$ cat src/rtl/ps2_pkg.sv
// Shared types and constants for the PS/2 scan-code receiver.
package ps2_pkg;

  localparam logic [7:0] PS2_EXT = 8'hE0;
  localparam logic [7:0] PS2_BRK = 8'hF0;

  typedef struct packed {
    logic       ext;
    logic       brk;
    logic [7:0] code;
  } ps2_evt_t;

  typedef enum logic [2:0] {
    ST_IDLE,
    ST_START,
    ST_DATA,
    ST_PAR,
    ST_STOP
  } ps2_state_t;

endpackage

$ cat src/rtl/ps2_evt_fifo.sv
// Show-ahead event FIFO: dout always presents the head entry while not empty.
module ps2_evt_fifo #(
  parameter int WIDTH = 10,
  parameter int DEPTH = 8
) (
  input  logic                     clk,
  input  logic                     rst,
  input  logic                     push,
  input  logic                     pop,
  input  logic [WIDTH-1:0]         din,
  output logic [WIDTH-1:0]         dout,
  output logic                     full,
  output logic                     empty,
  output logic [$clog2(DEPTH):0]   level
);

  localparam int AW = $clog2(DEPTH);

  logic [WIDTH-1:0] mem [DEPTH];
  logic [AW-1:0]    wr_ptr_reg;
  logic [AW-1:0]    rd_ptr_reg;
  logic [AW:0]      count_reg;
  logic             do_push;
  logic             do_pop;

  assign empty   = (count_reg == '0);
  assign full    = (count_reg == (AW+1)'(DEPTH));
  assign do_pop  = pop && !empty;
  // A push into a full FIFO still lands when the head leaves in the same cycle.
  assign do_push = push && (!full || do_pop);
  assign dout    = mem[rd_ptr_reg];
  assign level   = count_reg;

  always_ff @(posedge clk) begin
    if (do_push) mem[wr_ptr_reg] <= din;
  end

  always_ff @(posedge clk or negedge rst) begin
    if (!rst) begin
      wr_ptr_reg <= '0;
      rd_ptr_reg <= '0;
      count_reg  <= '0;
    end else begin
      if (do_push) wr_ptr_reg <= wr_ptr_reg + AW'(1);
      if (do_pop)  rd_ptr_reg <= rd_ptr_reg + AW'(1);
      case ({do_push, do_pop})
        2'b10:   count_reg <= count_reg + (AW+1)'(1);
        2'b01:   count_reg <= count_reg - (AW+1)'(1);
        default: count_reg <= count_reg;
      endcase
    end
  end

endmodule

$ cat src/rtl/ps2_scan_rx.sv
// PS/2 keyboard receiver: pin sync, clock glitch filter, frame FSM with watchdog,
// E0/F0 prefix merge and an event FIFO with a valid/ready head.
module ps2_scan_rx
  import ps2_pkg::*;
#(
  parameter int CLK_HZ     = 50_000_000,
  parameter int FILT_LEN   = 4,
  parameter int TIMEOUT_US = 2000,
  parameter int FIFO_DEPTH = 8
) (
  input  logic                          clk,
  input  logic                          rst,
  input  logic                          ps2_clk,
  input  logic                          ps2_data,
  output logic                          ev_valid,
  input  logic                          ev_ready,
  output logic [7:0]                    ev_code,
  output logic                          ev_ext,
  output logic                          ev_brk,
  output logic [$clog2(FIFO_DEPTH):0]   ev_level,
  output logic                          err_parity,
  output logic                          err_frame,
  output logic                          err_ovf
);

  localparam int TO_CYC = CLK_HZ / 1_000_000 * TIMEOUT_US;
  localparam int WD_W   = $clog2(TO_CYC + 1);
  localparam int FC_W   = (FILT_LEN > 2) ? $clog2(FILT_LEN) : 1;

  logic [1:0]       clk_sync_reg;
  logic [1:0]       data_sync_reg;
  logic             clk_s;
  logic             data_s;
  logic             filt_reg;
  logic [FC_W-1:0]  filt_cnt_reg;
  logic             fall;

  ps2_state_t       state_reg;
  ps2_state_t       state_next;
  logic [2:0]       bit_cnt_reg;
  logic [7:0]       shift_reg;
  logic             par_reg;
  logic             start_bit_reg;
  logic [WD_W-1:0]  wd_cnt_reg;
  logic             timeout;
  logic             frame_err;
  logic             parity_err;
  logic             byte_ok;

  logic             ext_reg;
  logic             brk_reg;
  ps2_evt_t         evt_reg;
  logic             evt_valid_reg;
  logic             err_parity_reg;
  logic             err_frame_reg;
  logic             err_ovf_reg;

  logic [9:0]       fifo_dout;
  ps2_evt_t         head;
  logic             fifo_full;
  logic             fifo_empty;
  logic             pop;

  assign clk_s  = clk_sync_reg[1];
  assign data_s = data_sync_reg[1];

  always_ff @(posedge clk or negedge rst) begin
    if (!rst) begin
      clk_sync_reg  <= 2'b11;
      data_sync_reg <= 2'b11;
    end else begin
      clk_sync_reg  <= {clk_sync_reg[0], ps2_clk};
      data_sync_reg <= {data_sync_reg[0], ps2_data};
    end
  end

  // The filtered clock flips on the FILT_LEN-th consecutive differing sample.
  assign fall = filt_reg && !clk_s && (filt_cnt_reg == FC_W'(FILT_LEN - 1));

  always_ff @(posedge clk or negedge rst) begin
    if (!rst) begin
      filt_reg     <= 1'b1;
      filt_cnt_reg <= '0;
    end else if (clk_s == filt_reg) begin
      filt_cnt_reg <= '0;
    end else if (filt_cnt_reg == FC_W'(FILT_LEN - 1)) begin
      filt_reg     <= clk_s;
      filt_cnt_reg <= '0;
    end else begin
      filt_cnt_reg <= filt_cnt_reg + FC_W'(1);
    end
  end

  assign timeout = (state_reg != ST_IDLE) && (wd_cnt_reg == WD_W'(TO_CYC));

  always_ff @(posedge clk or negedge rst) begin
    if (!rst) begin
      wd_cnt_reg <= '0;
    end else if (state_reg == ST_IDLE || fall) begin
      wd_cnt_reg <= '0;
    end else if (!timeout) begin
      wd_cnt_reg <= wd_cnt_reg + WD_W'(1);
    end
  end

  always_ff @(posedge clk or negedge rst) begin
    if (!rst) state_reg <= ST_IDLE;
    else      state_reg <= state_next;
  end

  // The edge that leaves IDLE carries the start bit; START judges it on the next cycle.
  always_comb begin
    state_next = state_reg;
    case (state_reg)
      ST_IDLE:  if (fall) state_next = ST_START;
      ST_START: state_next = start_bit_reg ? ST_IDLE : ST_DATA;
      ST_DATA:  if (fall && bit_cnt_reg == 3'd7) state_next = ST_PAR;
      ST_PAR:   if (fall) state_next = ST_STOP;
      ST_STOP:  if (fall) state_next = ST_IDLE;
      default:  state_next = ST_IDLE;
    endcase
    if (timeout) state_next = ST_IDLE;
  end

  always_comb begin
    frame_err  = timeout;
    parity_err = 1'b0;
    byte_ok    = 1'b0;
    case (state_reg)
      ST_START: if (start_bit_reg) frame_err = 1'b1;
      ST_STOP: begin
        if (fall && !timeout) begin
          if (!data_s)                     frame_err  = 1'b1;
          else if (^{shift_reg, par_reg})  byte_ok    = 1'b1;
          else                             parity_err = 1'b1;
        end
      end
      default: ;
    endcase
  end

  always_ff @(posedge clk or negedge rst) begin
    if (!rst) begin
      start_bit_reg <= 1'b1;
      bit_cnt_reg   <= '0;
      shift_reg     <= '0;
      par_reg       <= 1'b0;
    end else if (fall) begin
      case (state_reg)
        ST_IDLE: begin
          start_bit_reg <= data_s;
          bit_cnt_reg   <= '0;
        end
        ST_DATA: begin
          shift_reg   <= {data_s, shift_reg[7:1]};
          bit_cnt_reg <= bit_cnt_reg + 3'd1;
        end
        ST_PAR:  par_reg <= data_s;
        default: ;
      endcase
    end
  end

  always_ff @(posedge clk or negedge rst) begin
    if (!rst) begin
      ext_reg        <= 1'b0;
      brk_reg        <= 1'b0;
      evt_reg        <= '0;
      evt_valid_reg  <= 1'b0;
      err_parity_reg <= 1'b0;
      err_frame_reg  <= 1'b0;
      err_ovf_reg    <= 1'b0;
    end else begin
      err_frame_reg  <= frame_err;
      err_parity_reg <= parity_err;
      err_ovf_reg    <= evt_valid_reg && fifo_full && !pop;
      evt_valid_reg  <= 1'b0;
      if (frame_err || parity_err) begin
        ext_reg <= 1'b0;
        brk_reg <= 1'b0;
      end else if (byte_ok) begin
        if (shift_reg == PS2_EXT) begin
          ext_reg <= 1'b1;
        end else if (shift_reg == PS2_BRK) begin
          brk_reg <= 1'b1;
        end else begin
          evt_reg       <= '{ext: ext_reg, brk: brk_reg, code: shift_reg};
          evt_valid_reg <= 1'b1;
          ext_reg       <= 1'b0;
          brk_reg       <= 1'b0;
        end
      end
    end
  end

  ps2_evt_fifo #(
    .WIDTH (10),
    .DEPTH (FIFO_DEPTH)
  ) u_fifo (
    .clk   (clk),
    .rst   (rst),
    .push  (evt_valid_reg),
    .pop   (pop),
    .din   (evt_reg),
    .dout  (fifo_dout),
    .full  (fifo_full),
    .empty (fifo_empty),
    .level (ev_level)
  );

  assign head       = fifo_dout;
  assign ev_valid   = !fifo_empty;
  assign pop        = ev_valid && ev_ready;
  // Gate the head so stale or uninitialised storage never shows while empty.
  assign ev_code    = ev_valid ? head.code : 8'h00;
  assign ev_ext     = ev_valid && head.ext;
  assign ev_brk     = ev_valid && head.brk;
  assign err_parity = err_parity_reg;
  assign err_frame  = err_frame_reg;
  assign err_ovf    = err_ovf_reg;

endmodule
$ cat config.mk
export PLATFORM = sky130hd
export DESIGN_NAME = ps2_scan_rx
export DESIGN_NICKNAME = d
export VERILOG_FILES = /design/src/rtl/ps2_pkg.sv /design/src/rtl/ps2_evt_fifo.sv /design/src/rtl/ps2_scan_rx.sv
export SDC_FILE = /design/constraint.sdc
export NUM_CORES = 1
export LEC_CHECK = 0
export ABC_AREA = 1
export BUFFER_PORTS_ARGS = -buffer_cell sky130_fd_sc_hd__buf_2
export CAP_MARGIN = 20
export CORE_MARGIN = 2
export CORE_UTILIZATION = 50
export CTS_BUF_LIST = sky130_fd_sc_hd__clkbuf_2 sky130_fd_sc_hd__clkbuf_4 sky130_fd_sc_hd__clkbuf_8
export CTS_CLUSTER_SIZE = 28
export DETAILED_ROUTE_END_ITERATION = 10
export PLACE_DENSITY = 0.69
export SYNTH_ARGS = -nofsm -noshare
export SYNTH_HDL_FRONTEND = slang
export SYNTH_SLANG_ARGS = --single-unit
$ cat constraint.sdc
create_clock -name clk -period 2.27 [get_ports clk]
set_input_delay 0.1135 -clock clk [delete_from_list [all_inputs] [get_ports clk]]
set_output_delay 0.1135 -clock clk [all_outputs]
set_load 0.05 [all_outputs]
==> flow_summary.yaml, run 1 <==
floorplan:
  start_util_pct: 50.8
  die_area_um2: 13700
  rows: 41
  ios: 23
  die_w_um: 117
  design.core.area_um2: 12600
  die_y_um: 117
timing:
  drv_slew: 0
  finalCritPeriodShare_pct: 100
  relSlewSlack_pct: 41.6
  layout_setup_ws_ns: -0.00746
  holdWs_ns: 0.201
  finalCriticalPeriod_ns: 2.28
  hold_viol: 0
  maxClockFrequency_mhz: 439
  fin_worst_skew_ns: 0.0126
  rsz0062_at_grt: "true"
  worst_pin_slew_ns: 0.873
  setup_viol: 1
setup_path:
  reg2reg_from: "u_fifo.level[3]"
  r2r_slack_ns: -0.007
  reg2regPathDepth: 14
  worst-endpoint-arrival_ns: 2.60
  worstPathRequired_ns: 2.60
  critical_path_class: "flip-flop to flip-flop"
  regToRegEndpoint: "u_fifo.level[3]"
  crit_path_end_kind: "flip-flop"
  worst_setup_path_start_kind: "flip-flop"
  path_max_fanout: 4
yosys:
  synth_cell_type_count: 33
  seq_area_frac_synth_pct: 63.6
  synth_nets: 632
  synth_cells: 615
  synth_area_um2: 6380
  ys_warn_count: 0
  ys_ff_latch: 146
  yosys-top-cells-area: "edfxtp_1 38%, dfrtp_1 24%, o21ai_0 5.7%, nand2_1 5.6%, nor2_1 5.6%"
  syn_avg_cell_area_um2: 10.4
  async_flop_share_pct: 45.2
  netlist.top_cell.by_area: "edfxtp_1"
  synth_top_area_share_pct: 37.6
  synth_edf_count: 80
  synth-main-ff-cell: "edfxtp_1"
route:
  wl_mm: 13.1
  top_layer: "met4"
  wl_per_cell_um: 15.3
  post_drt_via_cell_ratio: 5.29
  drcViolationCount: 0
  antenna_left: 0
  num_vias: 4530
  first_pass_iters: 5
  wl_met3_um: 479
  wl_met2_mm: 6.51
  drt-initial-drc-count: 419
  met1_length_mm: 5.83
final_layout:
  fin_util_pct: 59.6
  largest_register_ff_count: 80
  filler_cell_count: 1066
  layout_common_cells: "93 x nand2_1, 93 x nor2_1, 80 x edfxtp_1"
  fin_nets: 690
  layout-drive-gt1-share_pct: 23.1
  num_antenna_cells: 0
  syn2layout_area_growth_pct: 17.3
  final_cell_area_um2: 7490
clocking:
  clk-insertion-delay-late_ns: 0.45
  htree_levels: 4
  cts_made_buffers: 17
  cts_sinks: 146
  clkSlewWorstSetupHoldPaths_ns: 0.07
  cts_tree: "yes"
  cts_buffer_depth: 2
  cts-root-buf: "clkbuf_8"
hold_path:
  hp-class: "input port to async pin"
global_routing:
  grt_pass1_wl_mm: 21.3
  globalRouteOverflowTotal: 0
  grt_pass1_vias: 4394
  antenna_found_initial: 0
  grt_max_degree: 44
  grt.total_usage_pct: 20.7
flow_run:
  drv_cap: 0
place:
  place_area_um2: 6870
  place_hpwl_mm: 8.49
  pre_cts_slack_ns: 0.0261
  gp_congestion: 0.860
  io_buffers: 22
power:
  peakVddDrop_mv: 0.633
  powerDensity_nw_per_um2: 1180
  p_leak_nw: 3.04
status:
  status: "finished, violations left"
  violations: "negative setup slack"
## how the worst max path moves through the flow
| stage | startpoint | endpoint | slack, ns |
|---|---|---|---|
| floorplan | u_fifo.level[1] | u_fifo.level[3] | 0.01 |
| global placement | u_fifo.level[1] | u_fifo.level[3] | 0.09 |
| detailed placement | u_fifo.level[1] | u_fifo.level[3] | 0.03 |
| CTS | u_fifo.rd_ptr_reg[1] | ev_code[7] | 0.009 |
| global route | u_fifo.level[3] | u_fifo.level[3] | -0.13 |
| finish | u_fifo.level[3] | u_fifo.level[3] | -0.007 |
## critical path, cell delays in order (launching register included)
cell	delay, ns
dfrtp_2	0.42
inv_1	0.11
nand3_2	0.11
nand2_2	0.10
nand4_1	0.15
nand2_2	0.17
ha_4	0.19
ha_4	0.22
nand2_2	0.06
nor2_2	0.03
a211oi_2	0.23
nor2_1	0.08
nor2_1	0.10
nand2_1	0.07
xor2_1	0.13
## metal layers
layer	GRT usage, %	up-vias
li1	-	2211
met1	26.5	2201
met2	33.7	95
met3	5.20	23
met4	9.41	0
met5	0	-
## cells in the mapped netlist, types with 3 or more instances
| cell | number |
|---|---|
| nand2_1 | 96 |
| nor2_1 | 95 |
| edfxtp_1 | 80 |
| o21ai_0 | 73 |
| dfrtp_1 | 60 |
| inv_1 | 43 |
| clkbuf_1 | 16 |
| a21oi_1 | 14 |
| nand3_1 | 14 |
| a31oi_1 | 13 |
| inv_2 | 12 |
| ha_1 | 11 |
| o22ai_1 | 10 |
| nand4_1 | 9 |
| nor3_1 | 9 |
| nor2_2 | 8 |
| o21ai_2 | 8 |
| xor2_1 | 7 |
| dfstp_2 | 6 |
| nand2_2 | 6 |
| o21ai_1 | 6 |
| xnor2_1 | 3 |
## repair_timing
item | in CTS | in global routing
hold endpoints to repair | 23 | 0
gates resized for setup | 2 | 15
endpoints found under the setup margin | 10 | 30
buffers inserted | 0 | 9
pin swaps | 0 | 11
hold buffers | 4 | 0
cloned | 0 | 1
## power by group
part / internal [W] / switching (W) / total [W]
registers: 0.00300 / 0.000173 / 0.00317
clock network: 0.00124 / 0.000932 / 0.00217
logic: 0.00114 / 0.00234 / 0.00348
total: 0.00537 / 0.00345 / 0.00882
## cell families after synthesis
family / share of synthesized area (%)
AO/OA/AOI/OAI: 10.9
flip-flops: 63.6
XOR/XNOR: 1.37
AND/OR/NAND/NOR: 17.1
adder cells (fa/ha/maj): 2.47
buffers and inverters: 4.57
## area by class of cell
cell class | count | area, um2 | area share [%]
clock buffers | 20 | 263 | 3.51
clock inverters | 11 | 164 | 2.19
inverters | 56 | 219 | 2.92
multi-input cells | 396 | 2150 | 28.7
flip-flops and latches | 146 | 4070 | 54.3
well taps | 172 | 215 | 2.87
repair buffers | 55 | 404 | 5.40
repair inverters | 1 | 5.00 | 0.0668
## metrics by stage
| step | power, W | instances | TNS (ns) |
|---|---|---|---|
| 3_5_place_dp | 0.00643 | 812 | 0 |
| 6_report | 0.00882 | 857 | -0.00746 |
| 2_1_floorplan | 0.00557 | 615 | 0 |
| 3_3_place_gp | 0.00634 | 812 | 0 |
| 4_1_cts | 0.00863 | 847 | 0 |
| 5_1_grt | 0.00934 | 857 | -1.02 |
No activity file was read; power rests on OpenSTA's default activity.
==> run 2: changes to the inputs <==
Settings changed: ABC_AREA 1 to 0.
==> flow_summary.yaml, run 2 <==
yosys:
  synthMuxAreaShare_pct: 12.6
  seq_area_frac_synth_pct: 66.1
  synth-main-ff-cell: "edfxtp_1"
  synth_xor_area_share_pct: 4.74
  ys_ff_latch: 146
  synth_compound_area_share_pct: 2.46
  synth_top_area_share_pct: 39.1
  syn_avg_cell_area_um2: 14.9
  synth_cells: 412
  synth_top_family_by_area: "multiplexers"
  synth_adder_area_share_pct: 2.56
  yosys-top-cells-area: "edfxtp_1 39%, dfrtp_1 24%, mux4_2 7.3%, mux2_2 3.5%, nor2_1 2.7%"
  synth_area_um2: 6150
  synth_edf_count: 80
  synth_cell_type_count: 48
  async_flop_share_pct: 45.2
  synth_nets: 429
  yosys.area_share.simple_pct: 9.95
  yosysMostFrequentCell: "edfxtp_1"
  netlist.top_cell.by_area: "edfxtp_1"
  netlist_top_cells_count: "80 x edfxtp_1, 60 x dfrtp_1, 45 x nor2_1, 24 x nand2_1, 20 x mux4_2"
  ys_warn_count: 0
final_layout:
  fin_nets: 486
  syn2layout_area_growth_pct: 15.8
  final_common_cell: "edfxtp_1"
  num_antenna_cells: 0
  layout_common_cells: "80 x edfxtp_1, 55 x dfrtp_1, 45 x nor2_1"
  largest_register_ff_count: 80
  layout-drive-gt1-share_pct: 28.6
timing:
  worst_pin_slew_ns: 0.675
  relSlewSlack_pct: 55.0
  layout_setup_ws_ns: 0.108
  fin_worst_skew_ns: 0.00823
  hold_viol: 0
  finalCritPeriodShare_pct: 95.2
  setup_viol: 0
  finalCriticalPeriod_ns: 2.16
  maxClockFrequency_mhz: 463
  drv_slew: 0
setup_path:
  critical_path_class: "flip-flop to output port"
  path_max_fanout: 9
  worst_setup_path_start_kind: "flip-flop"
  crit_path_end_kind: "output port"
  worstPathRequired_ns: 2.16
  worst-endpoint-arrival_ns: 2.05
place:
  gp_congestion: 0.759
  io_buffers: 22
  place_hpwl_mm: 6.92
  pre_cts_slack_ns: 0.0295
global_routing:
  antenna_found_initial: 0
  grt.total_usage_pct: 18.1
  use_met1_pct: 23.5
  globalRouteOverflowTotal: 0
  grt_busiest_layer: "met2"
  grt_use_met2_pct: 29.6
  grt_pass1_vias: 3528
  gr-usage-met3_pct: 4.59
  grt_pass1_wl_mm: 17.9
  grt_max_degree: 67
clocking:
  clkSlewWorstSetupHoldPaths_ns: 0.08
  cts_sinks: 146
  cts_made_buffers: 17
  htree_levels: 4
  cts-root-buf: "clkbuf_8"
  clk-insertion-delay-late_ns: 0.44
  cts_buffer_depth: 2
  cts_tree: "yes"
power:
  peakVddDrop_mv: 0.611
  p_leak_nw: 2.88
  finalPower_w: 0.00709
  powerDensity_nw_per_um2: 997
floorplan:
  die_w_um: 115
  ios: 23
  design.core.area_um2: 12000
  rows: 40
  die_y_um: 115
  die_area_um2: 13200
  start_util_pct: 51.2
route:
  antenna_left: 0
  drcViolationCount: 0
  wl_mm: 10.6
  num_vias: 3445
  drt-initial-drc-count: 225
  wl_per_cell_um: 16.9
  first_pass_iters: 4
  post_drt_via_cell_ratio: 5.48
flow_run:
  drv_cap: 0
hold_path:
  hp-class: "input port to async pin"
status:
  status: "complete, no violations"
==> run 2: worst paths after layout <==
kind | from | endpoint | slack [ns] | cells after the start
max in group asynchronous | rst | clk_sync_reg[1] | 1.73 | 3
worst min-delay path | rst | wd_cnt_reg[8] | 0.21 | 3
worst max-delay path | u_fifo.rd_ptr_reg[0] | ev_ext | 0.11 | 5
worst min register to register | clk_sync_reg[0] | clk_sync_reg[1] | 0.36 | 0
worst max register to register | u_fifo.level[2] | u_fifo.level[3] | 0.12 | 11
min in group clk | ps2_data | data_sync_reg[0] | 0.32 | 2
==> run 2: logic make-up after synthesis <==
group	Yosys count
multiplexers	50
adder cells (fa/ha/maj)	12
buffers and inverters	25
AO/OA/AOI/OAI	24
flip-flops	146
XOR/XNOR	30
AND/OR/NAND/NOR	125
==> run 2: layout make-up <==
class / count / area [um2]
tap: 147 / 184
inverter: 14 / 55.1
fill: 934 / 4890
sequential: 146 / 4070
multi-input combinational: 241 / 2030
timing repair buffer: 49 / 343
clock inverter: 13 / 184
clock buffer: 19 / 255
==> run 2: routing by layer <==
| metal | vias up | share of wire, % |
|---|---|---|
| li1 | 1629 | - |
| met1 | 1756 | 46 |
| met2 | 51 | 51 |
| met3 | 9 | 2.3 |
| met4 | 0 | 1.1 |
| met5 | - | 0 |
==> run 2: repair_timing <==
action	CTS	global route
setup buffers	2	0
setup endpoints to repair	8	12
pin swaps	1	2
resized for setup	1	7
endpoints found under the hold margin	69	0
hold buffers	4	0
==> run 2: critical path: stages (launching register included) <==
cell     delay [ns]
dfrtp_2        0.43
buf_6          0.20
mux4_2         0.50
mux2i_1        0.21
nor2_1         0.06
buf_2          0.21
==> run 2: power breakdown <==
part,switching [W],internal (W),leakage (nW)
combinational,0.00110,0.000692,1.00
sequential,0.000171,0.00295,1.66
clock,0.000942,0.00124,0.217
total,0.00221,0.00488,2.88
==> run 2: through the flow <==
step / utilization [%] / cells / instance area (um2) / hold slack [ns] / TNS [ns]
6_report: 59.3 / 629 / 7120 / 0.214 / 0
5_1_grt: 59.3 / 629 / 7120 / 0.233 / -0.000631
4_1_cts: 59.1 / 629 / 7100 / 0.202 / -0.101
3_5_place_dp: 54.9 / 591 / 6600 / 0.158 / 0
3_3_place_gp: 54.9 / 591 / 6600 / 0.153 / 0
2_1_floorplan: - / 412 / 6180 / -0.182 / 0
